===== config.mk =====
export PLATFORM = sky130hd
export DESIGN_NAME = rr_mux8_arbiter
export DESIGN_NICKNAME = d
export VERILOG_FILES = /design/src/rtl/rr_mux8_arbiter.sv
export SDC_FILE = /design/constraint.sdc
export NUM_CORES = 1
export LEC_CHECK = 0
export ABC_AREA = 0
export BUFFER_PORTS_ARGS = -buffer_cell sky130_fd_sc_hd__buf_2
export CAP_MARGIN = 5
export CORE_UTILIZATION = 55
export CTS_CLUSTER_DIAMETER = 120
export DETAILED_ROUTE_END_ITERATION = 7
export HOLD_SLACK_MARGIN = 0.08
export PLACE_DENSITY = 0.81
export SLEW_MARGIN = 20
export SYNTH_ARGS = -nofsm -noshare
export SYNTH_HDL_FRONTEND = slang
export SYNTH_SLANG_ARGS = --single-unit

===== constraint.sdc =====
create_clock -name clk -period 7.2 [get_ports clk]
set_input_delay 0.72 -clock clk [delete_from_list [all_inputs] [get_ports clk]]
set_output_delay 0.72 -clock clk [all_outputs]
set_load 0.1 [all_outputs]

===== src/rtl/rr_mux8_arbiter.sv =====
// Round-robin arbiter and sequencer for a shared 8:1 one-bit selector.
// Grants one requester at a time, drives the select and one-hot grant,
// and returns a registered copy of the selected data bit with a valid flag.
// Grant hold time is bounded by HOLD_MAX (legal 1..15, 2**CNT_W > HOLD_MAX).
module rr_mux8_arbiter #(
   parameter int unsigned HOLD_MAX = 4,
   parameter int unsigned CNT_W    = 4
) (
   input  logic       clk,
   input  logic       rst,
   input  logic [7:0] req,
   input  logic [7:0] a,
   input  logic       ack,
   output logic [7:0] gnt,
   output logic [2:0] s,
   output logic       y,
   output logic       valid
);

   localparam int unsigned N_CH  = 8;
   localparam int unsigned SEL_W = 3;
   localparam logic [CNT_W-1:0] CNT_LAST = CNT_W'(HOLD_MAX - 1);

   typedef enum logic {
      IDLE = 1'b0,
      BUSY = 1'b1
   } state_t;

   state_t                state_q, state_d;
   logic [CNT_W-1:0]      cnt_q, cnt_d;
   logic [SEL_W-1:0]      ptr_q, ptr_d;
   logic [N_CH-1:0]       gnt_d;
   logic [SEL_W-1:0]      s_d;
   logic                  y_d;
   logic                  valid_d;

   logic                  win_found;
   logic [SEL_W-1:0]      win_idx;
   logic [SEL_W-1:0]      cand;
   logic                  release_c;

   // Round-robin search: first requester at ptr, ptr+1, ... (mod 8).
   // Scanning offsets high to low lets the smallest offset win last.
   always_comb begin
      win_found = 1'b0;
      win_idx   = ptr_q;
      cand      = '0;
      for (int k = int'(N_CH) - 1; k >= 0; k--) begin
         cand = ptr_q + SEL_W'(k);
         if (req[cand]) begin
            win_found = 1'b1;
            win_idx   = cand;
         end
      end
   end

   // End of the current grant: consumer ack, owner drops request, or hold limit.
   always_comb begin
      release_c = ack | ~req[s] | (cnt_q == CNT_LAST);
   end

   // Next-state and next-output logic.
   always_comb begin
      state_d = state_q;
      cnt_d   = cnt_q;
      ptr_d   = ptr_q;
      gnt_d   = gnt;
      s_d     = s;
      y_d     = y;
      valid_d = valid;

      unique case (state_q)
         IDLE: begin
            gnt_d   = '0;
            valid_d = 1'b0;
            if (win_found) begin
               state_d = BUSY;
               s_d     = win_idx;
               gnt_d   = N_CH'(1) << win_idx;
               valid_d = 1'b1;
               y_d     = a[win_idx];
               cnt_d   = '0;
            end
         end
         BUSY: begin
            if (release_c) begin
               // y keeps its last loaded value on the release edge.
               state_d = IDLE;
               gnt_d   = '0;
               valid_d = 1'b0;
               ptr_d   = s + SEL_W'(1);
            end else begin
               cnt_d = cnt_q + CNT_W'(1);
               y_d   = a[s];
            end
         end
         default: begin
            state_d = IDLE;
            gnt_d   = '0;
            valid_d = 1'b0;
         end
      endcase
   end

   // State and output registers; reset clears everything asynchronously.
   always_ff @(posedge clk or posedge rst) begin
      if (rst) begin
         state_q <= IDLE;
         cnt_q   <= '0;
         ptr_q   <= '0;
         gnt     <= '0;
         s       <= '0;
         y       <= 1'b0;
         valid   <= 1'b0;
      end else begin
         state_q <= state_d;
         cnt_q   <= cnt_d;
         ptr_q   <= ptr_d;
         gnt     <= gnt_d;
         s       <= s_d;
         y       <= y_d;
         valid   <= valid_d;
      end
   end

endmodule


==> metrics, run 1 <==
Max stage delay cell, worst path=dfrtp_1; Antenna Cells=0; Netlist cell types=54; Crit Path Category=reg -> reg; count of input and output buffers=31; Critical Path AT=4.44 ns; Max FO, Critical Path=20; area of the multi-input gates=1290 um^2; Final Setup Violations=0; f_max=237 MHz; Post-Syn Nets=211; most common cell after layout, fill and taps aside=buf_2; commonest non-fill, non-tap cells in the layout=31 x buf_2, 21 x dfrtp_1, 14 x mux2i_1; fill count=253; max-cap check violation count=0; final net count=237; CTS Buffer Depth=2; Final Critical Period=4.22 ns; largest net degree at the start of global routing=22; cts hold-fix bufs=0; Setup TNS Final=0 ns; first-pass GRT wire length=7280 um; worst reg2reg endpoint=y; total CTS buffers=3; latest clock arrival within the worst-skew pair=0.32 ns; hold path start=valid; Syn Area/Cell=10.1 um^2; Post-synth EDFFs=0; clk sinks=21; hold path endpoint=valid; Netlist Area Pre-Place=1900 um^2; Seq cells post-synth=21; hold crit path type=reg -> reg; Async S/R FF share, synth=100%; initial antenna violation count=0; Die W=60.8 um; crit-path max cell delay=0.93 ns; worst-margin pin slew=0.929 ns; RSZ-0062 raised after global routing=false; Avg WL per Cell=17.1 um; Worst Setup Start Kind=register; period utilisation layout=58.6%; via count=1706; Worst Path Required=7.42 ns; Post CTS Setup Buffer Count=0; Worst Skew=0.0185 ns; DRT Wirelength=4400 um; post_cts resized=0; CP Depth=10; full die area=3690 um^2; drc violations=0; Crit path buffers/inverters=1; First-pass DRT Iterations=4; H-tree depth=1; max-slew violations=0; dpl hpwl=3290 um; Yosys warnings=0; Hold Fails Final Rpt=0; Worst Hold Depth=1; gr ovfl total=0; register area share after synthesis=27.7%; Core Footprint=3150 um^2; layout overhead on the synthesized area=9.95%; cells after synthesis=188; DRT iter0 DRCs=95; reg2reg setup slack=2.98 ns; prevailing post-synth register cell=dfrtp_1; Die Y=60.8 um; Root Buffer=clkbuf_4; Detail Route Antenna Nets=0; global-route usage over all layers=26.4%; num ports=32; Sequential cell area=526 um^2; CP Capture Type=register; worst path cell trace=inv_1 > ha_1 > mux4_2 > mux2i_1 > nor3_1 > or4_1 > a21o_1 > nand2_2 > mux2_1 > a311oi_2; layout cells sized above 1=28.6%; CP top delay family=multiplexers; run status=completed; vias in the first global route=1552; RePlAce Congestion=0.927; Worst-path clk slew=0.13 ns; reg2reg start=ptr_q[0]; R2R cell count=10; Starting Density=60.2%; CTS tree=built; Vias per Instance=6.64; Slew HR=37.8%; row cnt=20
-- how the worst max path moves through the flow --
| stage | start | to | slack, ns |
|---|---|---|---|
| after global placement | ptr_q[0] | y | 3.27 |
| after global routing | ptr_q[0] | y | 2.78 |
| after detailed placement | ptr_q[0] | y | 3.12 |
| after floorplan | ptr_q[0] | y | 3.56 |
| after CTS | ptr_q[0] | y | 3.09 |
| final | ptr_q[0] | y | 2.98 |
-- synth_stat cells (2+ instances only) --
master	instances	area [um^2]
o21ai_0	9	45.0
nor2b_1	4	25.0
and2_1	3	18.8
nor2_1	11	41.3
nand3_1	3	15.0
or3_1	2	12.5
inv_1	8	30.0
mux4_2	12	270
a22o_1	5	43.8
nor4_1	2	12.5
mux2_2	5	56.3
nor3_1	3	15.0
a211o_1	2	17.5
clkbuf_1	6	22.5
buf_2	3	15.0
a21oi_1	7	35.0
nand3b_1	4	30.0
dfrtp_1	21	526
xnor2_1	3	26.3
and3_1	4	25.0
a211oi_1	3	22.5
a32o_1	2	20.0
nand2_1	11	41.3
a21o_1	3	22.5
a221oi_1	4	35.0
ha_1	4	50.1
or4_1	2	15.0
xor2_1	3	26.3
mux2i_1	14	140
-- cell families (layout without fill, tap and decap cells) --
family          after synthesis  count (layout)  synth area share (%)
compound gates               48              48                  19.6
xor+xnor                      6               6                  2.77
fa+ha+maj                     4               4                  2.64
buf+inv                      18              43                  4.15
flops                        21              21                  27.7
mux                          33              33                  26.0
simple gates                 58              58                  17.2
-- worst reg2reg max path, cell delays in order, from the launching register on --
cell and delay [ns]:
dfrtp_1 0.93, inv_1 0.16, ha_1 0.50, mux4_2 0.42, mux2i_1 0.46, nor3_1 0.13
or4_1 0.52, a21o_1 0.21, nand2_2 0.15, mux2_1 0.35, a311oi_2 0.27
-- layer usage --
layer	vias up	routed length (um)	track usage, %
li1	781	-	-
met1	827	1990	36.9
met2	92	2030	41.6
met3	6	341	6.18
met4	0	40	6.49
met5	-	0	0
-- stage by stage --
| step | utilization [%] | hold slack [ns] | std cells | setup slack, ns | area [um^2] |
|---|---|---|---|---|---|
| detailed placement | 65.4 | 0.461 | 253 | 3.12 | 2060 |
| floorplan | - | 0.478 | 188 | 3.56 | 1900 |
| global route | 66.2 | 0.495 | 257 | 2.78 | 2090 |
| CTS | 66.2 | 0.490 | 257 | 3.09 | 2090 |
| finish | 66.2 | 0.486 | 257 | 2.98 | 2090 |
| global placement | 65.4 | 0.455 | 253 | 3.27 | 2060 |
-- sequential cells by signal, indices dropped and copies added, names as in the netlist --
name	count
s	3
valid	1
ptr_q	3
cnt_q	4
y	1
gnt	8
state_q	1
-- final cells by class --
type | instances | area share, %
clock buffers | 3 | 1.08
inverters | 8 | 1.44
multi-input cells | 149 | 62.0
flip-flops and latches | 21 | 25.2
well taps | 44 | 2.64
repair buffers | 31 | 7.43
clock inverters | 1 | 0.240
Power of run 1 is not shown: default switching activity piles up to over one toggle a cycle in this logic, so the estimate is an artifact.
==> run 2: changes to the inputs <==
- ABC_AREA: 0 -> 1
- CORE_UTILIZATION: 55 -> 50
- PLACE_DENSITY: 0.81 -> 0.79
- clock period: 7.2 -> 3.4 ns (I/O delays scaled with it)
==> run 2 against run 1 <==
  * The run now ends with design-rule violations left
  * Worst setup slack worse by 2.6 ns
  * Flip-flop and latch count stayed put
  * Final area is 6.0% lower
  * Global-route usage is 1.4 points lower
  * Synthesized cell count is 39% higher
  * Wire length is 3.2% lower
  * Clock skew is 0.015 ns lower
  * Area after synthesis is 7.6% lower
==> metrics, run 2 <==
Hold Fails Final Rpt=0 (unchanged); clk sinks=21 (unchanged); Netlist Area Pre-Place=1750 um^2 (-7.6%); gr ovfl total=0 (unchanged); Die Y=61.2 um (+0.77%); via count=1834 (+7.5%); Detail Route Antenna Nets=0 (unchanged); run status=finished, violations left; period utilisation layout=88.7% (+30 points); Core Footprint=3340 um^2 (+5.8%); largest cells by area after synthesis=dfrtp_1 30%, nand2_1 17%, nand3_1 9.4%, o21ai_0 6.6%, nor2_1 5.1%; Crit Path Category=reg -> reg; RePlAce Congestion=0.953 (+2.8%); Worst-path clk slew=0.12 ns (about the same); vias in the first global route=1617 (+4.2%); prevailing post-synth register cell=dfrtp_1; count of input and output buffers=31 (unchanged); layout overhead on the synthesized area=11.9%; reg2reg start=ptr_q[0]; cts hold-fix bufs=0 (unchanged); cells after synthesis=262 (+39%); Critical Path AT=3.25 ns (-1.19 ns); largest net degree at the start of global routing=22 (unchanged); Max FO, Critical Path=12 (-40%); setup slack at placement=0.449 ns (-2.67 ns); latest clock arrival within the worst-skew pair=0.31 ns (about the same); CTS tree=built; hold crit path type=in -> async; Final Setup Violations=0 (unchanged); Setup TNS Final=0 ns (unchanged); Starting Density=52.6% (-7.7 points); Final Critical Period=3.02 ns (-1.20 ns); Largest regs=gnt: 8 flops, cnt_q: 4 flops; Synth area leader=dfrtp_1; Slew HR=48.9% (+11 points); dpl hpwl=3400 um (+3.3%); max-slew violations=0 (unchanged); Yosys warnings=0 (unchanged); RSZ-0062 raised after global routing=false; first-pass GRT wire length=7010 um (-3.7%); Max stage delay cell, worst path=dfrtp_1; Syn Area/Cell=6.70 um^2 (-34%); global-route usage over all layers=24.9% (-1.4 points); Async S/R FF share, synth=100% (unchanged); commonest non-fill, non-tap cells in the layout=81 x nand2_1, 33 x nand3_1, 31 x buf_2; DRT Wirelength=4260 um (-3.2%); H-tree depth=1 (unchanged); count leader, synth=nand2_1; Post-synth top cells=81 x nand2_1, 33 x nand3_1, 24 x nor2_1, 23 x o21ai_0, 21 x dfrtp_1; Post CTS Setup Buffer Count=0 (unchanged); CTS Buffer Depth=2 (unchanged); total CTS buffers=3 (unchanged); worst reg2reg endpoint=gnt[2]; largest register by flop count=gnt; Post-synth EDFFs=0 (unchanged); f_max=332 MHz (+40%); Worst Setup Start Kind=register; max-cap check violation count=0 (unchanged); Synth top area share=30.0% (+2.3 points); Seq cells post-synth=21 (unchanged); full die area=3750 um^2 (+1.5%); num ports=32 (unchanged); CP Capture Type=register; R2R cell count=17 (+7); Netlist cell types=28 (-48%); crit-path max cell delay=0.61 ns (-0.32 ns); final net count=317 (+34%); row cnt=21 (+5.0%); Post-Syn Nets=285 (+35%); reg2reg setup slack=0.38 ns (-2.60 ns); register area share after synthesis=30.0% (+2.3 points); Largest register FFs=8 (unchanged); First-pass DRT Iterations=8 (+4); worst path cell trace=inv_2 > ha_1 > inv_1 > nand3_1 > nand3_2 > nand2_2 > o21ai_0 > nand2_1 > nand2_1 > nand2_1 > nand3_1 > nand2_1 > nand2_1 > nand2_1 > a21boi_0 > nand2_1 > o21ai_0; layout cells sized above 1=22.9% (-5.8 points); DRT iter0 DRCs=96 (+1.1%); CP most frequent cell=nand2_1; most common cell after layout, fill and taps aside=nand2_1; Antenna Cells=0 (unchanged); worst-margin pin slew=0.766 ns (-0.163 ns); Die W=61.2 um (+0.77%); Worst Skew=0.00334 ns (-0.0152 ns); failing checks=design-rule violations; setup ws final=0.384 ns (-2.60 ns); Worst Path Required=3.63 ns (-3.79 ns); Avg WL per Cell=12.6 um (-27%); drc violations=2 (+2); post_cts resized=0 (unchanged); Vias per Instance=5.41 (-19%); Root Buffer=clkbuf_4; fill count=318 (+26%); initial antenna violation count=0 (unchanged)
-- run 2: per-stage QoR --
stage | instances | instance area, um^2 | hold WS (ns) | utilization (%)
finish | 339 | 1960 | 0.144 | 58.8
global route | 339 | 1960 | 0.219 | 58.8
CTS | 339 | 1960 | 0.169 | 58.8
detailed placement | 335 | 1940 | 0.472 | 58.0
global placement | 335 | 1940 | 0.467 | 58.0
floorplan | 262 | 1750 | 0.317 | -
-- run 2: how the worst max path moves through the flow --
| stage | from | endpoint | slack [ns] |
|---|---|---|---|
| floorplan | s[0] | cnt_q[1] | 1.0 |
| global placement | ptr_q[0] | gnt[2] | 0.53 |
| detailed placement | ptr_q[0] | gnt[2] | 0.45 |
| CTS | ptr_q[0] | gnt[2] | 0.41 |
| global route | ptr_q[0] | gnt[2] | 0.06 |
| finish | ptr_q[0] | gnt[2] | 0.38 |
-- run 2: area by class of cell --
class | count | area, um^2 | share of cell area, %
Multi-Input combinational cell | 213 | 1090 | 55.8
Sequential cell | 21 | 526 | 26.8
Timing Repair Buffer | 33 | 170 | 8.67
Inverter | 22 | 87.6 | 4.46
Tap cell | 46 | 57.6 | 2.93
Clock buffer | 3 | 22.5 | 1.15
Clock inverter | 1 | 5.00 | 0.255
-- run 2: logic make-up after synthesis --
group | Yosys count | synth area share, %
AO/OA/AOI/OAI | 40 | 13.4
XOR/XNOR | 7 | 3.50
adder cells (fa/ha/maj) | 4 | 2.85
buffers and inverters | 28 | 7.63
flip-flops | 21 | 30.0
AND/OR/NAND/NOR | 162 | 42.7
-- run 2: metal layers --
metal	wire, um	vias up	GRT usage [%]
met2	2050	63	42.9
li1	-	929	-
met3	243	12	2.10
met1	1870	830	32.8
met5	0	-	0
met4	101	0	9.09
-- run 2: critical path: cells and delay by family, from the launching register on --
family	cells	cell delay, ns
AO/OA/AOI/OAI	3	0.60
adder cells (fa/ha/maj)	1	0.41
buffers and inverters	2	0.38
flip-flops	1	0.61
AND/OR/NAND/NOR	11	0.93
Power of run 2 is left out for the same reason.
==> run 3: changes to the inputs <==
- ABC_AREA: 1 -> default
- CORE_UTILIZATION: 50 -> 51
- CTS_BUF_LIST: default -> sky130_fd_sc_hd__clkbuf_16
- REMOVE_ABC_BUFFERS: default -> 1
==> run 3 against run 2 <==
  * The flow now finishes without violations
  * Count of clock-buffer cells in the layout stayed put
  * Cell count decreased by 21%
  * Register-to-register slack worse by 0.25 ns
  * Critical path depth down 8
  * Wire length increased by 5.0%
  * Core utilization up 5.3 points
  * Global-route usage fell by 1.1 points
  * Worst setup slack worse by 0.25 ns
==> metrics, run 3 (synthesis results as in run 1) <==
run status=completed; worst-margin pin slew=0.991 ns (+0.225 ns); Final Setup Violations=0 (unchanged); crit-path max cell delay=0.61 ns (about the same); RePlAce Congestion=0.861 (-9.6%); Vias per Instance=6.27 (+16%); Die W=63.0 um (+2.9%); f_max=306 MHz (-7.6%); R2R cell count=9 (-8); final net count=245 (-23%); commonest non-fill, non-tap cells in the layout=31 x buf_2, 21 x dfrtp_1, 14 x mux2i_1; Worst Setup Start Kind=register; most common cell after layout, fill and taps aside=buf_2; gr ovfl total=0 (unchanged); Final Critical Period=3.27 ns (+0.250 ns); H-tree depth=1 (unchanged); layout overhead on the synthesized area=16.3%; row cnt=21 (unchanged); Root Buffer=clkbuf_16; Core Footprint=3440 um^2 (+3.1%); total CTS buffers=3 (unchanged); fill count=285 (-10%); Worst Path Required=3.56 ns (-0.07 ns); DRT iter0 DRCs=92 (-4.2%); clk sinks=21 (unchanged); max-slew violations=0 (unchanged); Critical Path AT=3.42 ns (+0.17 ns); Slew HR=33.7% (-15 points); initial antenna violation count=0 (unchanged); CP Capture Type=register; Starting Density=55.2% (+2.6 points); hold crit path type=in -> async; Setup TNS Final=0 ns (unchanged); largest register by flop count=gnt; Hold Fails Final Rpt=0 (unchanged); worst path cell trace=buf_4 > mux4_2 > mux2_4 > and2_4 > or4_1 > a21o_1 > nand2_2 > mux2_1 > a311oi_2; num ports=32 (unchanged); period utilisation layout=96.1% (+7.3 points); layout cells sized above 1=31.2% (+8.4 points); CP top delay family=multiplexers; first-pass GRT wire length=7490 um (+6.9%); Max FO, Critical Path=14 (+2); Crit path buffers/inverters=1 (-1); drc violations=0 (-2); max-cap check violation count=0 (unchanged); largest net degree at the start of global routing=22 (unchanged); RSZ-0062 raised after global routing=false; DRT Wirelength=4480 um (+5.0%); Die Y=63.0 um (+2.9%); Max stage delay cell, worst path=mux4_2; CP Depth=9 (-8); full die area=3970 um^2 (+5.9%); CTS tree=built; global-route usage over all layers=23.8% (-1.1 points); Largest regs=gnt: 8 flops, cnt_q: 4 flops; via count=1674 (-8.7%); CTS Buffer Depth=2 (unchanged); setup ws final=0.134 ns (-0.250 ns); Crit Path Category=reg -> reg; Detail Route Antenna Nets=0 (unchanged); count of input and output buffers=31 (unchanged); Antenna Cells=0 (unchanged); First-pass DRT Iterations=4 (-4); Worst-path clk slew=0.05 ns (-0.07 ns); Largest register FFs=8 (unchanged); latest clock arrival within the worst-skew pair=0.25 ns (-0.06 ns); dpl hpwl=3390 um (-0.29%); Avg WL per Cell=16.8 um (+33%); Worst Skew=0.00169 ns (-0.00165 ns); cts hold-fix bufs=0 (unchanged); setup slack at placement=0.125 ns (-0.324 ns); vias in the first global route=1568 (-3.0%); final core utilization=64.2% (+5.3 points)
run 3: cell count changes in the layout (fill, tap and decap cells not counted), sizes merged, moves of 6 or more:
cell | previous run | this run
nand2 | 95 | 12
nand3 | 41 | 4
mux2i | 0 | 14
o21ai | 23 | 9
inv | 22 | 9
nor2 | 24 | 11
mux4 | 0 | 12
mux2 | 0 | 7
buf | 33 | 39
run 3: path summary, 6_finish.rpt:
| path | startpoint | end | slack (ns) |
|---|---|---|---|
| worst min-delay path | rst | valid | 0.22 |
| min in group clk | valid | valid | 0.47 |
| worst max register to register | ptr_q[1] | y | 0.13 |
| worst min register to register | valid | valid | 0.47 |
| max in group asynchronous | rst | ptr_q[1] | 2.71 |
| worst max-delay path | ptr_q[1] | y | 0.13 |
run 3: worst reg2reg max path, cell delays in order (launching register included):
cell	delay (ns)
dfrtp_1	0.34
buf_4	0.23
mux4_2	0.62
mux2_4	0.34
and2_4	0.17
or4_1	0.51
a21o_1	0.21
nand2_2	0.15
mux2_1	0.35
a311oi_2	0.25
run 3: area by class of cell:
cell class              instances  area, um^2  share of cell area, %
clock buffers                   3        75.1                   3.40
clock inverters                 1        3.75                  0.170
well taps                      46        57.6                   2.61
flip-flops and latches         21         526                   23.8
repair buffers                 39         219                   9.92
multi-input cells             149        1300                   58.8
inverters                       8        30.0                   1.36
run 3: per-layer routing:
metal	track usage (%)	vias up	routed length [um]
li1	-	795	-
met1	33.2	830	2000
met2	39.0	47	2230
met3	2.74	2	234
met4	6.40	0	18
met5	0	-	0
run 3: timing repair:
item                                    4_1_cts  5_1_grt
endpoints found under the setup margin        0        1
resized for setup                             0        2
buffers inserted                              0        0
run 3: stage by stage:
| stage | hold slack, ns | std cells | cell area (um^2) |
|---|---|---|---|
| 2_1_floorplan | 0.317 | 178 | 1850 |
| 3_3_place_gp | 0.456 | 263 | 2120 |
| 3_5_place_dp | 0.466 | 263 | 2120 |
| 4_1_cts | 0.251 | 267 | 2200 |
| 5_1_grt | 0.283 | 267 | 2210 |
| 6_report | 0.219 | 267 | 2210 |
Power of run 3 is left out for the same reason.
